### src/rtl/fetch_stage.sv
// Instruction fetch: owns the PC, picks the next PC from redirects/stall, and fills the IF/ID register.
// Latency: one cycle from imem_data at the edge to if_id_instr.
// Backpressure: stall holds the PC and IF/ID; exception/branch still redirect and insert a bubble.
module fetch_stage #(
    parameter logic [31:0] RESET_PC = 32'h0000_0000,
    parameter logic [31:0] EXC_PC   = 32'h8000_0004
) (
    input  logic        clk,
    input  logic        reset,
    input  logic        stall,
    input  logic        flush,
    input  logic        exception,
    input  logic        branch_taken,
    input  logic [31:0] branch_target,
    input  logic        jump,
    input  logic [31:0] jump_target,
    output logic [31:0] imem_addr,
    input  logic [31:0] imem_data,
    output logic [31:0] if_id_instr,
    output logic [15:0] if_id_imm,
    output logic [31:0] if_id_pc4,
    output logic        if_id_valid,
    output logic [31:0] fetch_count
);

    typedef struct packed {
        logic [31:0] instr;
        logic [31:0] pc4;
        logic        valid;
    } ifid_t;

    localparam logic [31:0] ALIGN_MASK = ~32'h0000_0003;

    logic [31:0] pc;
    logic [31:0] pc_plus4;
    logic [31:0] pc_next;
    ifid_t       ifid;
    ifid_t       ifid_next;
    logic        load_valid;

    // Natural 32-bit wrap: 0xFFFF_FFFC + 4 becomes 0.
    assign pc_plus4 = pc + 32'd4;

    always_comb begin
        pc_next = pc_plus4;
        if (exception) begin
            pc_next = EXC_PC & ALIGN_MASK;
        end else if (branch_taken) begin
            pc_next = branch_target & ALIGN_MASK;
        end else if (stall) begin
            pc_next = pc;
        end else if (jump) begin
            pc_next = jump_target & ALIGN_MASK;
        end
    end

    // A jump only squashes when not stalled; exception/branch/flush squash regardless of stall.
    always_comb begin
        ifid_next  = ifid;
        load_valid = 1'b0;
        if (exception || branch_taken || flush) begin
            ifid_next = '0;
        end else if (stall) begin
            ifid_next = ifid;
        end else if (jump) begin
            ifid_next = '0;
        end else begin
            ifid_next.instr = imem_data;
            ifid_next.pc4   = pc_plus4;
            ifid_next.valid = 1'b1;
            load_valid      = 1'b1;
        end
    end

    always_ff @(posedge clk) begin
        if (reset) begin
            pc          <= RESET_PC;
            ifid        <= '0;
            fetch_count <= '0;
        end else begin
            pc   <= pc_next;
            ifid <= ifid_next;
            if (load_valid && (fetch_count != 32'hFFFF_FFFF)) begin
                fetch_count <= fetch_count + 32'd1;
            end
        end
    end

    assign imem_addr   = pc;
    assign if_id_instr = ifid.instr;
    assign if_id_pc4   = ifid.pc4;
    assign if_id_valid = ifid.valid;
    assign if_id_imm   = ifid.instr[15:0];

endmodule
### config.mk
export PLATFORM = sky130hd
export DESIGN_NAME = fetch_stage
export DESIGN_NICKNAME = d
export VERILOG_FILES = /design/src/rtl/fetch_stage.sv
export SDC_FILE = /design/constraint.sdc
export NUM_CORES = 1
export LEC_CHECK = 0
export BUFFER_PORTS_ARGS = -buffer_cell sky130_fd_sc_hd__buf_2
export CAP_MARGIN = 20
export CELL_PAD_IN_SITES_DETAIL_PLACEMENT = 1
export CELL_PAD_IN_SITES_GLOBAL_PLACEMENT = 1
export CORE_MARGIN = 4
export CORE_UTILIZATION = 34
export DETAILED_ROUTE_END_ITERATION = 10
export MAX_ROUTING_LAYER = met4
export PLACE_DENSITY_LB_ADDON = 0.15
export REMOVE_ABC_BUFFERS = 1
export SLEW_MARGIN = 20
export SYNTH_ARGS = -nofsm -noshare
export SYNTH_HDL_FRONTEND = slang
export SYNTH_SLANG_ARGS = --single-unit
### constraint.sdc
create_clock -name clk -period 2.3 [get_ports clk]
set_input_delay 0.23 -clock clk [delete_from_list [all_inputs] [get_ports clk]]
set_output_delay 0.23 -clock clk [all_outputs]
set_load 0.01 [all_outputs]
Word-level counts from Yosys, hierarchy flattened
Cells that the tools add are included.

word-level totals
  bits of input ports = 103
  bits in registers = 129
  logic and storage cells = 26
  output and inout bits = 145

cells by class
  equal/unequal tests = 3
  add/sub/neg operators = 2
  reduce and logical (&&, ||, !) cells = 6
  mux-type cells = 8

operators with widths
  kind                   count
  $mux 32                4
  $mux 65                1
  $add 32x1->32 const B  1
  $add 32x3->32 const B  1
  $ne 32x32->1 const B   1
  $reduce_or 2->1        2
  $mux 1                 3
  $ne 3x1->1 const B     1
  $reduce_or 3->1        1
  $logic_or 1x1->1       2
  $ne 2x1->1 const B     1
  $logic_and 1x1->1      1

Longest topological paths before layout
Gate-level depths: netlist of run 1.

  word-level depth = 5
  gate-level depth with buffers = 9
  depth with buffers taken out = 6

Worst setup path after synthesis of run 1
Ideal clock, no wire load.

  kind = flip-flop to flip-flop
  from = register fetch_count[0]
  to = register fetch_count[27]
  cell stages (with the launch flop) = 9
  buffers on the path = 2
  library setup time = 0.115 ns
  clock period less this slack = 2.045 ns
  data required time = 2.185 ns
  slack = 0.255 ns
  arrival time = 1.930 ns
  cell sequence = dfxtp_1 > ha_1 > inv_1 > or4_1 > o211ai_1 > buf_2 > buf_4 > nor4_1 > o21ba_2

between the ends
  longest elaborated chain between the ends = 2
  elaborated cells on any way between the ends = 3
  those cells by class = add/sub: 1; eq/ne: 1; reduce/logical: 1

RTL lines
  element                                                                RTL line  RTL
  start: declaration                                                     23        output logic [31:0] fetch_count
  start signal: assignment                                               84        fetch_count <= fetch_count + 32'd1;
  parallel branches: the longest is 2 deep, another holds $add 32x1->32  n/a

Parallel ways; which one is timed is not known.
A chain may end at the register's enable or synchronous reset.

Worst setup path after layout of run 1
  from = register pc[13], in the netlist imem_addr[13]
  to = register ifid, in the netlist if_id_pc4[25]

between the ends
  longest elaborated chain between the ends = 2

RTL lines
  element                   RTL line  RTL
  start: declaration        34        logic [31:0] pc;
  start signal: assignment  81        pc <= pc_next;
  $add 32x3->32             42        assign pc_plus4 = pc + 32'd4;
  $mux 65                   65        end else if (jump) begin
  end signal: assignment    82        ifid <= ifid_next;
  end: declaration          37        ifid_t ifid;

No other way between the ends.

==> results_dict.tcl, run 1 <==
set metrics [dict create \
    number_of_setup_violations_in_the_final_report 0 \
    cts.path.max_buffers 2 \
    largest_net_degree_at_the_start_of_global_routing 53 \
    cts_htree_levels 4 \
    place_ws_ns 0.164 \
    synth_seq_area_share 0.428 \
    cell_by_cell_listing_of_the_critical_path "nand4_2 > or3_1 > nor4_1 > xnor2_1 > o21ai_0" \
    yosys.cell_types.count 53 \
    remaining_drc_errors 0 \
    fraction_of_layout_cells_with_a_size_suffix_above_1 0.335 \
    layout_worst_path_cycle_share 0.934 \
    globalRouteOverflowTotal 0 \
    drt-initial-drc-count 279 \
    tightest_slew_ns 0.748 \
    hold_viol_final 0 \
    num-fill-cells 2176 \
    report.final.slew_viol_count 0 \
    post-route-util 0.464 \
    setup.worst_path.end_class "flop" \
    firstDrtPassIters 4 \
    grt_pass1_vias 6810 \
    detail-route-antenna-nets 0 \
    cts_inserted_buffers 17 \
    insertion_delay_ns 0.42 \
    num_rows 48 \
    die-width_um 141 \
    power.static_leakage_nw 3.36 \
    postCtsSetupBuffers 0 \
    yosysWarnings 0 \
    initial_cell_density_of_the_core 0.347 \
    max_slew_headroom 0.500 \
    postSynth.topFlopCell "dfxtp_1" \
    pin_count 248 \
    number_of_buffers_added_on_ports 243 \
    minimum_period_implied_by_the_final_worst_setup_slack_ns 2.15 \
    synth_top_cell_by_area "dfxtp_1" \
    post-synth-top-count-cell "dfxtp_1" \
    synthCells 726 \
    synth_top_cells_by_area "dfxtp_1 43%, a22oi_1 6.7%, nor2_1 5.9%, xnor2_1 4.9%, a21oi_1 4.6%" \
    syn_avg_cell_area_um2 8.30 \
    cts.clk_slew.worst_paths_ns 0.06 \
    reg2reg_setup_slack_ns 0.15 \
    worst_ir_drop_vdd_v 0.000548 \
    tns_ns 0 \
    timing.critical_path.fanout_max 12 \
    outcome "completed" \
    post_synth_most_frequent_cells "129 x dfxtp_1, 94 x nor2_1, 58 x nand2_1, 55 x a21oi_1, 54 x a22oi_1" \
    synth.ff_latch_count 129 \
    final.hold.worst_slack_ns 0.0449 \
    critPathArrivalTime_ns 2.42 \
    final.setup.worst_slack_ns 0.153 \
    first_pass_grt_wire_length_mm 35.8 \
    critPathLaunchType "flop" \
    slowest_stage "or3_1" \
    fin_area_mm2 0.00805 \
    cts_num_sinks 129 \
    timing.max_cap.violations 0 \
    route.detailed.vias_per_inst 5.30 \
    fmax_mhz 466 \
    gpl.final_weighted_congestion 0.860 \
    grt_setup_unrepaired "false" \
    hpwl_mm 16.4 \
    total_die_area_mm2 0.0199 \
    design.core.area_mm2 0.0174 \
    cell_area_placed_mm2 0.00744 \
    timing.clock.skew_ns 0.00643 \
    gr-usage-all-layers 0.229 \
    synth-async-reset-ratio 0 \
    synthesis.area_mm2 0.00603 \
    power_density_mw_per_mm2 674 \
    grt_antenna_before_repair 3 \
    post_drt_wl_per_cell_um 18.7 \
    area.growth.synth_to_final_pct 33.6 \
    timing_worst_setup_path_type "flop to flop" \
    timing.critical_path.required_ns 2.57 \
    drt-total-wl_mm 22.3 \
    synth_top_area_share 0.428 \
    tritoncts "yes" \
    fin_nets 1056 \
    crit_path_max_incr_delay_ns 0.59 \
    area.sequential_mm2 0.00258 \
    synth_enable_flop_cells 0 \
    multi_input_comb_area_mm2 0.00306 \
    ctsRootBufferMaster "clkbuf_16" \
    die_height_um 141 \
    hold_class "input port to flop" \
    routed-via-count 6324 \
]
path summary, 6_finish.rpt:
check / from / end / cells past startpoint
worst max register to register: imem_addr[13] / if_id_pc4[25] / 5
worst max-delay path: imem_addr[13] / if_id_pc4[25] / 5
worst min-delay path: imem_data[21] / if_id_instr[21] / 3
worst min register to register: if_id_pc4[24] / if_id_pc4[24] / 2
through the flow:
step / power, mW / std cells
final: 5.43 / 1193
after global routing: 5.64 / 1192
after CTS: 5.49 / 1189
after detailed placement: 2.77 / 1157
after global placement: 2.76 / 1157
after floorplan: 2.51 / 654
area by class of cell:
cell class | instances | share of cell area
multi-input cells | 514 | 0.381
flip-flops and latches | 129 | 0.321
repair buffers | 278 | 0.184
clock buffers | 23 | 0.0606
well taps | 225 | 0.0350
clock inverters | 9 | 0.0131
inverters | 11 | 0.00513
diodes | 4 | 0.00124
power by group:
group | internal, mW | total, mW | switching [mW] | leakage, nW
sequential | 2.26 | 2.30 | 0.0338 | 1.04
combinational | 0.180 | 0.428 | 0.248 | 2.04
clock | 1.70 | 2.70 | 0.999 | 0.281
sequential cells by signal, summed over array words and instances, names as in the netlist:
| register | flops |
|---|---|
| fetch_count | 32 |
| if_id_instr | 32 |
| if_id_pc4 | 32 |
| imem_addr | 32 |
| if_id_valid | 1 |
cell families (layout without fill, tap and decap cells):
family | count (synthesis) | in the layout | share of synthesized area
other | 0 | 4 | 0
flip-flops | 129 | 129 | 0.428
AND/OR/NAND/NOR | 262 | 262 | 0.216
XOR/XNOR | 39 | 39 | 0.0567
adder cells (fa/ha/maj) | 2 | 2 | 0.00415
buffers and inverters | 83 | 321 | 0.0652
multiplexers | 8 | 8 | 0.0135
AO/OA/AOI/OAI | 203 | 203 | 0.216
metal layers:
layer,wire (um),global-route usage
met4,353,0.0760
met1,9050,0.263
met5,0,-
met2,11700,0.400
met3,1150,0.0455
layout by cell type, fill, tap and decap left out, drive strengths merged, types with 6 or more instances in the layout:
master and count:
o21ai 39, nand3 15, mux2i 7, o22ai 19, nor3 6, inv 11
nor4 14, buf 278, and3 11, or3 13, dfxtp 129, xnor2 34
or4 11, nand2 58, a22oi 54, nor2 94, a21oi 55, clkbuf 23
and4 6, o31ai 9, nand4 17
critical path: cells and delay by family (launching register included):
kind            cells  cell delay [ns]
simple gates        3             1.26
flops               1             0.44
xor+xnor            1             0.19
compound gates      1             0.10
timing repair:
action / 4_1_cts / 5_1_grt
gates resized for setup: 0 / 1
hold buffers: 0 / 0
setup endpoints to repair: 0 / 2
hold endpoints to repair: 0 / 0
(Power assumes the default switching activity.)
==> run 2: changes to the inputs <==
--- a/config.mk
+++ b/config.mk
@@ -6,11 +6,9 @@
 export NUM_CORES = 1
 export LEC_CHECK = 0
 export BUFFER_PORTS_ARGS = -buffer_cell sky130_fd_sc_hd__buf_2
-export CAP_MARGIN = 20
-export CELL_PAD_IN_SITES_DETAIL_PLACEMENT = 1
-export CELL_PAD_IN_SITES_GLOBAL_PLACEMENT = 1
+export CAP_MARGIN = 0
 export CORE_MARGIN = 4
-export CORE_UTILIZATION = 34
+export CORE_UTILIZATION = 40
 export DETAILED_ROUTE_END_ITERATION = 10
 export MAX_ROUTING_LAYER = met4
 export PLACE_DENSITY_LB_ADDON = 0.15
==> results_dict.tcl, run 2 (synthesis results as in run 1) <==
set metrics [dict create \
    cts.path.max_buffers 2 \
    firstDrtPassIters 5 \
    top_library_cells_by_usage_in_the_layout_fill_and_taps_aside "243 x buf_2, 129 x dfxtp_1, 93 x nor2_1" \
    post_layout_instance_count_excluding_filler_cells 1155 \
    drt-initial-drc-count 358 \
    area.growth.synth_to_final_pct 33.7 \
    number_of_buffers_added_on_ports 243 \
    critPathLaunchType "flop" \
    design_power_total_mw 5.65 \
    pin_count 248 \
    gpl.final_weighted_congestion 0.864 \
    drt-total-wl_mm 19.3 \
    power.static_leakage_nw 3.40 \
    design.core.area_mm2 0.0146 \
    cts_htree_levels 4 \
    num_rows 44 \
    numPlacedInstances 1115 \
    route.detailed.vias_per_inst 5.31 \
    postCtsSetupBuffers 0 \
    first_pass_grt_wire_length_mm 28.8 \
    hold_viol_final 0 \
    cts.clk_slew.worst_paths_ns 0.06 \
    cts_inserted_buffers 17 \
    grt_antenna_before_repair 8 \
    die-width_um 131 \
    hold_class "input port to flop" \
    hpwl_mm 13.7 \
    post_drt_wl_per_cell_um 16.7 \
    globalRouteOverflowTotal 0 \
    max_slew_headroom 0.479 \
    report.final.slew_viol_count 0 \
    timing.clock.skew_ns 0.0117 \
    total_die_area_mm2 0.0171 \
    number_of_setup_violations_in_the_final_report 0 \
    initial_cell_density_of_the_core 0.412 \
    remaining_drc_errors 0 \
    fin_nets 1055 \
    tns_ns 0 \
    largest_net_degree_at_the_start_of_global_routing 52 \
    timing_worst_setup_path_type "flop to flop" \
    cell_area_placed_mm2 0.00738 \
    power_density_mw_per_mm2 702 \
    fin_area_mm2 0.00806 \
    fmax_mhz 480 \
    worst_ir_drop_vdd_v 0.000456 \
    setup.worst_path.end_class "flop" \
    fraction_of_layout_cells_with_a_size_suffix_above_1 0.335 \
    timing.critical_path.fanout_max 9 \
    timing.critical_path.required_ns 2.59 \
    gr-usage-all-layers 0.223 \
    outcome "completed" \
    timing.max_cap.violations 0 \
    insertion_delay_ns 0.42 \
    tritoncts "yes" \
    grt_setup_unrepaired "false" \
    num-fill-cells 1436 \
    ctsRootBufferMaster "clkbuf_16" \
    minimum_period_implied_by_the_final_worst_setup_slack_ns 2.08 \
    die_height_um 131 \
    detail-route-antenna-nets 0 \
    critPathArrivalTime_ns 2.37 \
    tightest_slew_ns 0.781 \
    layout.cells.most_common "buf_2" \
    grt_pass1_vias 5479 \
    final.hold.worst_slack_ns 0.0409 \
    layout_worst_path_cycle_share 0.905 \
    routed-via-count 6133 \
    cts_num_sinks 129 \
]
[run 2: cell count changes in the layout (fill, tap and decap cells not counted)]
cell | previous run | this run
diode_2 | 4 | 8
clkinvlp_4 | 4 | 1
bufinv_16 | 2 | 4
buf_4 | 35 | 34
clkbuf_1 | 2 | 1
clkbuf_8 | 4 | 5
clkinv_4 | 0 | 1
ha_1 | 1 | 2
ha_2 | 1 | 0
nor2_2 | 0 | 1
nor2_4 | 1 | 0
nor4_1 | 14 | 13
nor4_2 | 0 | 1
[run 2: where the power goes]
part / switching [mW] / internal, mW / total, mW
combinational: 0.234 / 0.177 / 0.412
sequential: 0.0340 / 2.26 / 2.30
clock: 0.990 / 1.95 / 2.94
total: 1.26 / 4.40 / 5.65
[run 2: worst paths after layout]
kind                   from               to  slack (ns)  cells after the start
max          fetch_count[1]  fetch_count[16]        0.22                      6
min           imem_data[16]  if_id_instr[16]        0.04                      3
max reg2reg  fetch_count[1]  fetch_count[16]        0.22                      6
min reg2reg   if_id_pc4[21]    if_id_pc4[21]        0.45                      2
[run 2: metrics by stage]
step / util / worst slack, ns
after floorplan: - / -0.251
after global placement: 0.504 / 0.236
after detailed placement: 0.504 / 0.230
after CTS: 0.548 / 0.185
after global routing: 0.550 / 0.0501
final: 0.550 / 0.218
[run 2: layout make-up]
type	count	area, um2	area share
Antenna cell	8	20.0	0.00248
Clock buffer	23	498	0.0618
Inverter	11	41.3	0.00512
Multi-Input combinational cell	514	3060	0.380
Clock inverter	9	151	0.0188
Tap cell	184	230	0.0286
Timing Repair Buffer	277	1470	0.183
Sequential cell	129	2580	0.320
[run 2: repair_timing]
item,in CTS,in global routing
hold buffers,0,0
gates resized for setup,0,1
endpoints found under the setup margin,0,1
endpoints found under the hold margin,0,0
[run 2: per-layer routing]
layer	track usage	wire (um)	vias up
li1	-	-	3075
met1	0.277	8450	2859
met2	0.350	9300	179
met3	0.0606	1230	20
met4	0.0768	285	0
met5	-	0	-
[run 2: critical path: stages, from the launching register on]
cell and delay [ns]:
dfxtp_1 0.39, ha_1 0.21, inv_1 0.10, or4_4 0.62, a2111oi_2 0.39, xnor2_1 0.17, nor2_1 0.06
==> run 3: changes to the inputs <==
==> constraint.sdc (replaced) <==
create_clock -name clk -period 1.88 [get_ports clk]
set_input_delay 0.188 -clock clk [delete_from_list [all_inputs] [get_ports clk]]
set_output_delay 0.188 -clock clk [all_outputs]
set_load 0.01 [all_outputs]
==> results_dict.tcl, run 3 (synthesis results as in run 1) <==
set metrics [dict create \
    crit_path_max_incr_delay_ns 0.65 \
    power_density_mw_per_mm2 721 \
    hpwl_mm 14.2 \
    largest_net_degree_at_the_start_of_global_routing 66 \
    netSwitchingPower_mw 1.56 \
    remaining_drc_errors 0 \
    die_height_um 131 \
    area.growth.synth_to_final_pct 49.0 \
    outcome "finished with violations" \
    number_of_buffers_added_on_ports 243 \
    layout_worst_path_cycle_share 1.01 \
    drt-total-wl_mm 20.7 \
    cts_num_sinks 129 \
    critical_path.endpoint "fetch_count[28]" \
    number_of_setup_violations_in_the_final_report 2 \
    gpl.final_weighted_congestion 0.828 \
    tritoncts "yes" \
    top_library_cells_by_usage_in_the_layout_fill_and_taps_aside "243 x buf_2, 113 x dfxtp_1, 91 x nor2_1" \
    firstDrtPassIters 5 \
    max_slew_headroom 0.524 \
    hold_class "input port to flop" \
    crit_family "simple AND/OR/NAND/NOR gates" \
    first_pass_grt_wire_length_mm 31.1 \
    detail-route-antenna-nets 0 \
    timing_worst_setup_path_type "flop to flop" \
    timing.critical_path.fanout_max 9 \
    timing.clock.skew_ns 0.00916 \
    path_buf_inv 1 \
    grt_antenna_before_repair 8 \
    place_ws_ns -0.0751 \
    timing.critical_path.required_ns 2.17 \
    cts_inserted_buffers 17 \
    globalRouteOverflowTotal 0 \
    cts.path.max_buffers 2 \
    critical_path_depth 6 \
    critPathArrivalTime_ns 2.19 \
    cts.clk_slew.worst_paths_ns 0.06 \
    fraction_of_layout_cells_with_a_size_suffix_above_1 0.411 \
    post-route-util 0.613 \
    internal_power_mw 4.91 \
    report.final.slew_viol_count 0 \
    post_drt_wl_per_cell_um 16.7 \
    grt_pass1_vias 6014 \
    reg2reg_start "fetch_count[0]" \
    design.core.area_mm2 0.0146 \
    pin_count 248 \
    reg_to_reg_endpoint "fetch_count[28]" \
    num_rows 44 \
    drt-initial-drc-count 404 \
    clock_power_share 0.477 \
    die-width_um 131 \
    slowest_stage "or4_4" \
    layout.cells.most_common "buf_2" \
    fmax_mhz 526 \
    minimum_period_implied_by_the_final_worst_setup_slack_ns 1.90 \
    final.setup.worst_slack_ns -0.0206 \
    timing.max_cap.violations 0 \
    critPathLaunchType "flop" \
    insertion_delay_ns 0.42 \
    setup.worst_path.end_class "flop" \
    ctsRootBufferMaster "clkbuf_16" \
    pwr-share-comb 0.090 \
    worst_ir_drop_vdd_v 0.000602 \
    routed-via-count 6561 \
    power.static_leakage_nw 3.84 \
    route.detailed.vias_per_inst 5.29 \
    tightest_slew_ns 0.711 \
    num-fill-cells 1328 \
    reg2reg_setup_slack_ns -0.02 \
    gr-usage-all-layers 0.238 \
    cts_htree_levels 4 \
    fin_nets 1140 \
    cell_by_cell_listing_of_the_critical_path "ha_4 > inv_2 > or4_4 > nor4_2 > xnor2_1 > nor2_1" \
    seqPwrFrac 0.433 \
    initial_cell_density_of_the_core 0.412 \
    swShare 0.240 \
    grt_setup_unrepaired "true" \
    reg2regPathDepth 6 \
    hold_viol_final 0 \
    violations "setup timing" \
    timing.critical_path.from "fetch_count[0]" \
    tns_ns -0.0310 \
    total_die_area_mm2 0.0171 \
]
## run 3: how the worst min path moves through the flow
stage	startpoint	end	slack, ns	cells after the start
after global routing	imem_data[22]	if_id_instr[22]	0.02	3
final	imem_data[19]	if_id_instr[19]	0.009	3
after floorplan	reset	fetch_count[10]	0.26	1
after CTS	branch_target[4]	imem_addr[4]	0.0007	3
after detailed placement	imem_data[29]	if_id_instr[29]	0.43	3
after global placement	imem_data[11]	if_id_instr[11]	0.42	3
## run 3: cell type report
cell class | instances | area [um2] | area share
flip-flops and latches | 129 | 2610 | 0.290
clock inverters | 10 | 86.3 | 0.00961
multi-input cells | 515 | 3320 | 0.370
repair buffers | 361 | 2210 | 0.246
clock buffers | 22 | 464 | 0.0517
inverters | 11 | 41.3 | 0.00460
diodes | 9 | 22.5 | 0.00251
well taps | 184 | 230 | 0.0256
## run 3: worst register-to-register path: cells and delay by family, from the launching register on
kind	cells	cell delay, ns
AND/OR/NAND/NOR	3	1.07
XOR/XNOR	1	0.18
flip-flops	1	0.35
adder cells (fa/ha/maj)	1	0.14
buffers and inverters	1	0.04
## run 3: stage by stage
| stage | instance area (um2) | hold WS, ns | power, mW | std cells |
|---|---|---|---|---|
| global route | 8980 | 0.0183 | 6.71 | 1240 |
| floorplan | 5680 | 0.257 | 3.07 | 654 |
| global placement | 7800 | 0.417 | 3.39 | 1167 |
| CTS | 8700 | 0.000709 | 6.51 | 1228 |
| detailed placement | 7800 | 0.425 | 3.39 | 1167 |
| finish | 8980 | 0.00936 | 6.47 | 1241 |
## run 3: routing by layer
layer	track usage	part of all wire	vias to the layer above
li1	-	-	3251
met1	0.296	0.43	3078
met2	0.377	0.49	200
met3	0.0638	0.058	32
met4	0.0805	0.022	0
met5	-	0	-
## run 3: timing repair
action,CTS,global route
hold endpoints to repair,24,0
endpoints found under the setup margin,14,60
pin swaps,4,22
resized for setup,14,59
hold buffers,24,0
gates cloned,2,1
buffers inserted,3,3
## run 3: power groups by stage
stage / combinational, mW / sequential [mW] / clock, mW
after detailed placement: 0.536 / 2.86 / 0
after global routing: 0.644 / 2.80 / 3.26
after CTS: 0.580 / 2.80 / 3.13
final: 0.585 / 2.80 / 3.09
after floorplan: 0.191 / 2.88 / 0
after global placement: 0.533 / 2.86 / 0
